File: config.mk
export PLATFORM = sky130hd
export DESIGN_NAME = pipelined_mul_4to2_tree_flat
export DESIGN_NICKNAME = d
export VERILOG_FILES = /design/src/rtl/pipelined_mul_4to2_tree_if.sv /design/src/rtl/pipelined_mul_4to2_tree.sv /design/src/flat_wrapper.sv
export SDC_FILE = /design/constraint.sdc
export NUM_CORES = 1
export LEC_CHECK = 0
export CAP_MARGIN = 20
export CORE_ASPECT_RATIO = 0.7
export CORE_MARGIN = 2
export CORE_UTILIZATION = 35
export CTS_CLUSTER_SIZE = 30
export DETAILED_ROUTE_END_ITERATION = 8
export GPL_TIMING_DRIVEN = 0
export PLACE_DENSITY = 0.63
export SYNTH_ARGS = -nofsm -noshare
export SYNTH_HDL_FRONTEND = slang
export SYNTH_SLANG_ARGS = --single-unit
File: constraint.sdc
create_clock -name clk -period 8.58 [get_ports clk]
set_input_delay 2.145 -clock clk [delete_from_list [all_inputs] [get_ports clk]]
set_output_delay 2.145 -clock clk [all_outputs]
set_load 0.03 [all_outputs]
File: src/rtl/pipelined_mul_4to2_tree_if.sv
// -----------------------------------------------------------------------------
// pipelined_mul_4to2_tree_if
// Handshake bundle for the pipelined multiplier.
//   Request side : in_valid / in_ready, op1, op2, func3, in_tag
//   Response side: out_valid / out_ready, mul_result, mul_full, out_tag
// Modports:
//   master - the producer/consumer around the multiplier (drives requests,
//            drives out_ready, observes results)
//   slave  - the multiplier itself
// -----------------------------------------------------------------------------
interface pipelined_mul_4to2_tree_if #(
   parameter int DATA_LEN = 8,
   parameter int TAG_W    = 4
);
   logic                    in_valid;
   logic                    in_ready;
   logic [DATA_LEN-1:0]     op1;
   logic [DATA_LEN-1:0]     op2;
   logic [2:0]              func3;
   logic [TAG_W-1:0]        in_tag;
   logic                    out_valid;
   logic                    out_ready;
   logic [DATA_LEN-1:0]     mul_result;
   logic [2*DATA_LEN-1:0]   mul_full;
   logic [TAG_W-1:0]        out_tag;

   modport master (
      output in_valid, op1, op2, func3, in_tag, out_ready,
      input  in_ready, out_valid, mul_result, mul_full, out_tag
   );

   modport slave (
      input  in_valid, op1, op2, func3, in_tag, out_ready,
      output in_ready, out_valid, mul_result, mul_full, out_tag
   );
endinterface

File: src/rtl/pipelined_mul_4to2_tree.sv
// -----------------------------------------------------------------------------
// pipelined_mul_4to2_tree
// Three-stage RISC-V M-extension multiplier (MUL/MULH/MULHSU/MULHU) built from
// sign-extended partial products, a 4:2 compressor tree and one final
// carry-propagate adder.
//   S1: qualified operands, decoded signedness, func3, tag
//   S2: compressor-tree sum and carry vectors
//   S3: full product and selected half
// Ports:
//   clk      - sole clock, rising edge
//   rst_n    - asynchronous active-low reset, clears valid bits and outputs
//   bus      - pipelined_mul_4to2_tree_if.slave (valid/ready in and out)
//   perf_ops - 32-bit count of output handshakes, wraps (only when the
//              MUL_PERF_CNT_EN macro is defined)
// Parameters:
//   DATA_LEN - operand width, power of two 8..64
//   TAG_W    - sideband tag width
// -----------------------------------------------------------------------------
module pipelined_mul_4to2_tree #(
   parameter int DATA_LEN = 8,
   parameter int TAG_W    = 4
) (
   input  logic                     clk,
   input  logic                     rst_n,
   pipelined_mul_4to2_tree_if.slave bus
`ifdef MUL_PERF_CNT_EN
   ,
   output logic [31:0]              perf_ops
`endif
);
   localparam int W      = 2 * DATA_LEN;
   // Rows are padded to a power of two so every tree level is a whole number
   // of 4:2 compressors; 2*DATA_LEN covers DATA_LEN rows plus the +1 row.
   localparam int P      = 2 * DATA_LEN;
   localparam int LEVELS = $clog2(P) - 1;

   // ---------------- stage registers ----------------
   logic                s1_valid_reg, s2_valid_reg, s3_valid_reg;
   logic [DATA_LEN-1:0] s1_op1_reg, s1_op2_reg;
   logic                s1_a_signed_reg, s1_b_signed_reg;
   logic [2:0]          s1_func3_reg, s2_func3_reg;
   logic [TAG_W-1:0]    s1_tag_reg, s2_tag_reg, s3_tag_reg;
   logic [W-1:0]        s2_sum_reg, s2_carry_reg;
   logic [W-1:0]        s3_full_reg;
   logic [DATA_LEN-1:0] s3_result_reg;

   // ---------------- flow control ----------------
   logic s3_free, s2_free, s1_free;
   logic s2_advance, s1_advance, accept;

   // A stage may load when it is empty or its occupant leaves this cycle, so
   // bubbles collapse and a full pipe still streams when the output drains.
   assign s3_free    = !s3_valid_reg || bus.out_ready;
   assign s2_advance = s2_valid_reg && s3_free;
   assign s2_free    = !s2_valid_reg || s2_advance;
   assign s1_advance = s1_valid_reg && s2_free;
   assign s1_free    = !s1_valid_reg || s1_advance;
   assign accept     = bus.in_valid && s1_free;

   assign bus.in_ready = s1_free;

   // ---------------- signedness decode ----------------
   logic a_signed_next, b_signed_next;

   always_comb begin
      a_signed_next = 1'b1;
      b_signed_next = 1'b1;
      case (bus.func3)
         3'b010:  b_signed_next = 1'b0;
         3'b011: begin
            a_signed_next = 1'b0;
            b_signed_next = 1'b0;
         end
         default: ;   // 000, 001 and all 1xx are signed x signed
      endcase
   end

   // ---------------- S1 ----------------
   always_ff @(posedge clk or negedge rst_n) begin
      if (!rst_n) begin
         s1_valid_reg    <= 1'b0;
         s1_op1_reg      <= '0;
         s1_op2_reg      <= '0;
         s1_a_signed_reg <= 1'b0;
         s1_b_signed_reg <= 1'b0;
         s1_func3_reg    <= '0;
         s1_tag_reg      <= '0;
      end else begin
         if (s1_free)
            s1_valid_reg <= bus.in_valid;
         if (accept) begin
            s1_op1_reg      <= bus.op1;
            s1_op2_reg      <= bus.op2;
            s1_a_signed_reg <= a_signed_next;
            s1_b_signed_reg <= b_signed_next;
            s1_func3_reg    <= bus.func3;
            s1_tag_reg      <= bus.in_tag;
         end
      end
   end

   // ---------------- partial products + 4:2 tree ----------------
   logic [W-1:0] ext_a;
   logic         top_neg;

   assign ext_a   = {{DATA_LEN{s1_a_signed_reg & s1_op1_reg[DATA_LEN-1]}}, s1_op1_reg};
   // With a signed multiplier the top row weighs -2^(DATA_LEN-1): it is added
   // inverted and the +1 that completes the negation rides in its own row.
   assign top_neg = s1_b_signed_reg & s1_op2_reg[DATA_LEN-1];

   genvar gi;
   generate
      for (gi = 0; gi <= LEVELS; gi++) begin : g_lvl
         localparam int ROWS = P >> gi;
         logic [W-1:0] rows [0:ROWS-1];

         if (gi == 0) begin : g_pp
            for (genvar gj = 0; gj < ROWS; gj++) begin : g_row
               if (gj < DATA_LEN - 1) begin : g_plain
                  assign rows[gj] = s1_op2_reg[gj] ? (ext_a << gj) : '0;
               end else if (gj == DATA_LEN - 1) begin : g_top
                  assign rows[gj] = !s1_op2_reg[gj] ? '0 :
                                    (s1_b_signed_reg ? ~(ext_a << gj) : (ext_a << gj));
               end else if (gj == DATA_LEN) begin : g_corr
                  assign rows[gj] = {{(W-1){1'b0}}, top_neg};
               end else begin : g_zero
                  assign rows[gj] = '0;
               end
            end
         end else begin : g_cmp
            // Each 4:2 compressor is two chained carry-save rows; carries out
            // of bit W-1 are dropped since the product is taken modulo 2^W.
            for (genvar gj = 0; gj < ROWS / 2; gj++) begin : g_c42
               logic [W-1:0] a, b, c, d, s_mid, c_mid;
               assign a     = g_lvl[gi-1].rows[4*gj];
               assign b     = g_lvl[gi-1].rows[4*gj+1];
               assign c     = g_lvl[gi-1].rows[4*gj+2];
               assign d     = g_lvl[gi-1].rows[4*gj+3];
               assign s_mid = a ^ b ^ c;
               assign c_mid = ((a & b) | (a & c) | (b & c)) << 1;
               assign rows[2*gj]   = s_mid ^ d ^ c_mid;
               assign rows[2*gj+1] = ((s_mid & d) | (s_mid & c_mid) | (d & c_mid)) << 1;
            end
         end
      end
   endgenerate

   // ---------------- S2 ----------------
   always_ff @(posedge clk or negedge rst_n) begin
      if (!rst_n) begin
         s2_valid_reg <= 1'b0;
         s2_sum_reg   <= '0;
         s2_carry_reg <= '0;
         s2_func3_reg <= '0;
         s2_tag_reg   <= '0;
      end else begin
         if (s2_free)
            s2_valid_reg <= s1_valid_reg;
         if (s1_advance) begin
            s2_sum_reg   <= g_lvl[LEVELS].rows[0];
            s2_carry_reg <= g_lvl[LEVELS].rows[1];
            s2_func3_reg <= s1_func3_reg;
            s2_tag_reg   <= s1_tag_reg;
         end
      end
   end

   // ---------------- final add + half select ----------------
   logic [W-1:0] product;
   logic         hi_sel;

   assign product = s2_sum_reg + s2_carry_reg;
   // MULH/MULHSU/MULHU return the upper half; MUL and every 1xx the lower.
   assign hi_sel  = !s2_func3_reg[2] && (s2_func3_reg[1:0] != 2'b00);

   // ---------------- S3 ----------------
   always_ff @(posedge clk or negedge rst_n) begin
      if (!rst_n) begin
         s3_valid_reg  <= 1'b0;
         s3_full_reg   <= '0;
         s3_result_reg <= '0;
         s3_tag_reg    <= '0;
      end else begin
         if (s3_free)
            s3_valid_reg <= s2_valid_reg;
         if (s2_advance) begin
            s3_full_reg   <= product;
            s3_result_reg <= hi_sel ? product[W-1:DATA_LEN] : product[DATA_LEN-1:0];
            s3_tag_reg    <= s2_tag_reg;
         end
      end
   end

   assign bus.out_valid  = s3_valid_reg;
   assign bus.mul_full   = s3_full_reg;
   assign bus.mul_result = s3_result_reg;
   assign bus.out_tag    = s3_tag_reg;

`ifdef MUL_PERF_CNT_EN
   logic [31:0] perf_cnt_reg;

   always_ff @(posedge clk or negedge rst_n) begin
      if (!rst_n)
         perf_cnt_reg <= '0;
      else if (s3_valid_reg && bus.out_ready)
         perf_cnt_reg <= perf_cnt_reg + 32'd1;
   end

   assign perf_ops = perf_cnt_reg;
`endif

endmodule
File: src/flat_wrapper.sv
// flat-port wrapper written by rule: the top's interface ports become plain ports
module pipelined_mul_4to2_tree_flat 
#(
   parameter int DATA_LEN = 8,
   parameter int TAG_W    = 4
)
  (clk, rst_n, bus_in_valid, bus_op1, bus_op2, bus_func3, bus_in_tag, bus_out_ready, bus_in_ready, bus_out_valid, bus_mul_result, bus_mul_full, bus_out_tag);
  pipelined_mul_4to2_tree_if #(.DATA_LEN(DATA_LEN), .TAG_W(TAG_W)) bus_i ();
  input  logic clk;
  input  logic rst_n;
  input wire logic [$bits(bus_i.in_valid)-1:0] bus_in_valid;
  input wire logic [$bits(bus_i.op1)-1:0] bus_op1;
  input wire logic [$bits(bus_i.op2)-1:0] bus_op2;
  input wire logic [$bits(bus_i.func3)-1:0] bus_func3;
  input wire logic [$bits(bus_i.in_tag)-1:0] bus_in_tag;
  input wire logic [$bits(bus_i.out_ready)-1:0] bus_out_ready;
  output wire logic [$bits(bus_i.in_ready)-1:0] bus_in_ready;
  output wire logic [$bits(bus_i.out_valid)-1:0] bus_out_valid;
  output wire logic [$bits(bus_i.mul_result)-1:0] bus_mul_result;
  output wire logic [$bits(bus_i.mul_full)-1:0] bus_mul_full;
  output wire logic [$bits(bus_i.out_tag)-1:0] bus_out_tag;
  assign bus_i.in_valid = bus_in_valid;
  assign bus_i.op1 = bus_op1;
  assign bus_i.op2 = bus_op2;
  assign bus_i.func3 = bus_func3;
  assign bus_i.in_tag = bus_in_tag;
  assign bus_i.out_ready = bus_out_ready;
  assign bus_in_ready = bus_i.in_ready;
  assign bus_out_valid = bus_i.out_valid;
  assign bus_mul_result = bus_i.mul_result;
  assign bus_mul_full = bus_i.mul_full;
  assign bus_out_tag = bus_i.out_tag;
  pipelined_mul_4to2_tree #(.DATA_LEN(DATA_LEN), .TAG_W(TAG_W)) u_core (.clk(clk), .rst_n(rst_n), .bus(bus_i));
endmodule
==> flow_summary.toml <==
[timing]
fin_ws_ps = 2900
tightest_slew_ps = 689
relSlewSlack_pct = 54.1
finalSetupViolations = 0
rsz0062_at_grt = "no"
max_freq_mhz = 176
hold_viol = 0
fin_crit_ps = 5680
tns_ps = 0
skew_ps = 13.9
slew_violations = 0
period_share_pct = 66.2

[critical_path]
r2r_slack_ps = 4230
crit_buf_inv = 2
path_delay_family = "buffers and inverters"
cp_common_cell = "clkdlybuf4s50_1"
path_max_fanout = 3
path_cells = "clkdlybuf4s50_1, nor2b_1, nand3_1, clkdlybuf4s50_1"
start_kind = "input pin"
crit_type = "input pin to primary output"
end_kind = "primary output"
cp.required_ps = 6440
crit_arrival_ps = 3530
critPathSlowestCell = "clkdlybuf4s50_1"
slowest_delay_ps = 630

[drt]
first_pass_iters = 4
via_count = 4405
drcViolationCount = 0
drtAntennaViolNets = 0
routedWlPerCell_microns = 14.5
dr.first_iter.drc_count = 197
routed_wl_microns = 13400
vias_per_cell = 4.78

[power_and_ir_drop]
swShare_pct = 41.6
p_clk_share_pct = 16.8
p_leak_nw = 3.68
combPwrFrac_pct = 58.4
ir_worst_vdd_v = 0.000146
pwr-share-seq_pct = 24.8
intPower_mw = 1.59
pwr_density_cell_nw_per_um2 = 350
netSwitchingPower_mw = 1.13

[floorplanning]
start_util_pct = 36.0
die_h_microns = 119
pin_count = 57
num_rows = 41
core_sq_um = 18200
die_x_microns = 168
die_area_sq_um = 19900

[cells_and_area]
finalNetCount = 812
fin_area_sq_um = 7790
diodes = 0
syn_to_final_growth_pct = 18.6
drive_gt1_share_pct = 12.4

[job]
maxCapViolations = 0

[clock_network]
worstSkewPairLatency_ps = 350
cts.sink_count = 92
clock_path_buffers = 2
cts_resized = 0
clk_pin_slew_ps = 80
htreeDepth = 3
cts_tree = "done"
cts-buffers-inserted = 9
cts_setup_buffers = 0
cts_hold_buffers = 0
clk_root_buffer_cell = "clkbuf_16"

[global_routing]
grt_first_pass_wirelength_microns = 22800
grt_max_degree = 71
antenna_found_initial = 0
grt_pass1_vias = 4332
track_usage_pct = 14.4
grt_overflow = 0

[logic_synthesis]
ys_async_sr_fraction_pct = 100
yosys_most_used_dff = "dfrtp_1"
synth-seq-cells = 92
netlist_area_sq_um = 6570
yosys_warnings = 0
syn_area_per_cell_sq_um = 10.7
synthCells = 613
synth_fp_nets = 744
yosysSeqAreaShare_pct = 35.1
synth_cell_types = 43
synth_edf_count = 0

[place]
dpl_cell_area_sq_um = 7450
dp_slack_ps = 2880
hpwl_microns = 10800
gp_congestion = 0.792
io_buffers = 56

[worst_hold_path]
hp-class = "flop to flop"

[run_status]
status = "finished clean"
cells in the final DEF, fill, tap and decap left out, types with 3 or more instances in the layout:
cell / count
o21a_1: 3
and2_1: 52
clkdlybuf4s50_1: 55
xnor2_1: 16
dfrtp_1: 92
fa_1: 53
o21ai_0: 18
nand4_1: 3
clkbuf_1: 22
inv_1: 58
nand2_1: 79
nor2_1: 13
xor2_1: 17
buf_2: 4
ha_1: 51
nor2b_1: 4
a21o_1: 6
clkbuf_16: 9
o211ai_1: 3
nand3_1: 11
a31oi_1: 3
nor3_1: 3
mux2_2: 56
or3_1: 3
nand2b_1: 4
a21oi_1: 15
Yosys cell counts (4+ instances only):
cell / instances / area share, %
dfrtp_1: 92 / 35
nand2_1: 79 / 4.5
inv_1: 58 / 3.3
mux2_2: 56 / 9.6
fa_1: 53 / 16
and2_1: 52 / 5.0
ha_1: 51 / 9.7
clkbuf_1: 22 / 1.3
o21ai_0: 18 / 1.4
xor2_1: 17 / 2.3
xnor2_1: 16 / 2.1
a21oi_1: 15 / 1.1
nor2_1: 13 / 0.74
nand3_1: 11 / 0.84
a21o_1: 6 / 0.69
buf_2: 4 / 0.30
nand2b_1: 4 / 0.38
nor2b_1: 4 / 0.38
tightest hold or removal path, delay by kind of cell, from the launching register on:
family / cells / cell delay (ps)
flip-flops: 1 / 350
AND/OR/NAND/NOR: 2 / 100
kinds of logic (layout without fill, tap and decap cells):
kind of cell,count (synthesis),in the layout,share of synthesized area (%)
muxes,57,57,9.76
xor gates and xnor gates,33,33,4.40
buffers and inverters,87,160,5.28
DFF,92,92,35.1
adders and majority gates,106,106,26.2
and+or+nand+nor,177,177,13.3
AOI/OAI and AO/OA,61,61,6.02
power groups by stage:
stage	Combinational, mW	Clock (mW)	Sequential [mW]
3_3_place_gp	1.59	0	0.684
2_1_floorplan	1.07	0	0.777
6_report	1.59	0.458	0.676
5_1_grt	1.86	0.491	0.693
4_1_cts	1.63	0.470	0.677
3_5_place_dp	1.62	0	0.685
layout make-up:
class,count,area (sq um)
buffer,29,129
clock buffer,9,225
clock inverter,7,116
fill,1748,10400
inverter,58,218
multi-input combinational,434,3920
sequential,92,2300
tap,236,295
timing repair buffer,57,586
routing by layer:
metal / global-route usage (%) / wire, microns / vias up / share of wire [%]
met5: 0 / 0 / - / 0
met3: 2.75 / 568 / 7 / 4.2
met1: 23.6 / 7390 / 2190 / 55
met4: 2.93 / 92 / 0 / 0.69
met2: 19.3 / 5340 / 76 / 40
li1: - / - / 2132 / -
per-stage QoR:
step           hold slack (ps)  cells  power, mW  util, %
2_1_floorplan              433    613       1.85        -
3_3_place_gp               450    905       2.27     40.7
3_5_place_dp               460    906       2.31     40.9
4_1_cts                    471    922       2.78     42.8
5_1_grt                    503    922       3.04     42.8
6_report                   473    922       2.73     42.8
final timing paths:
| check | cells after the start | to | from |
|---|---|---|---|
| hold reg to reg | 2 | u_core.bus.out_tag[1] | u_core.s2_tag_reg[1] |
| max in group asynchronous | 2 | u_core.s1_tag_reg[3] | rst_n |
| hold / removal | 2 | u_core.bus.out_tag[1] | u_core.s2_tag_reg[1] |
| setup reg to reg | 15 | u_core.s2_sum_reg[15] | u_core.s1_op1_reg[7] |
| setup / recovery | 4 | bus_in_ready | bus_out_ready |
| min in group asynchronous | 1 | u_core.bus.mul_full[8] | rst_n |
No activity file was read; power rests on OpenSTA's default activity.
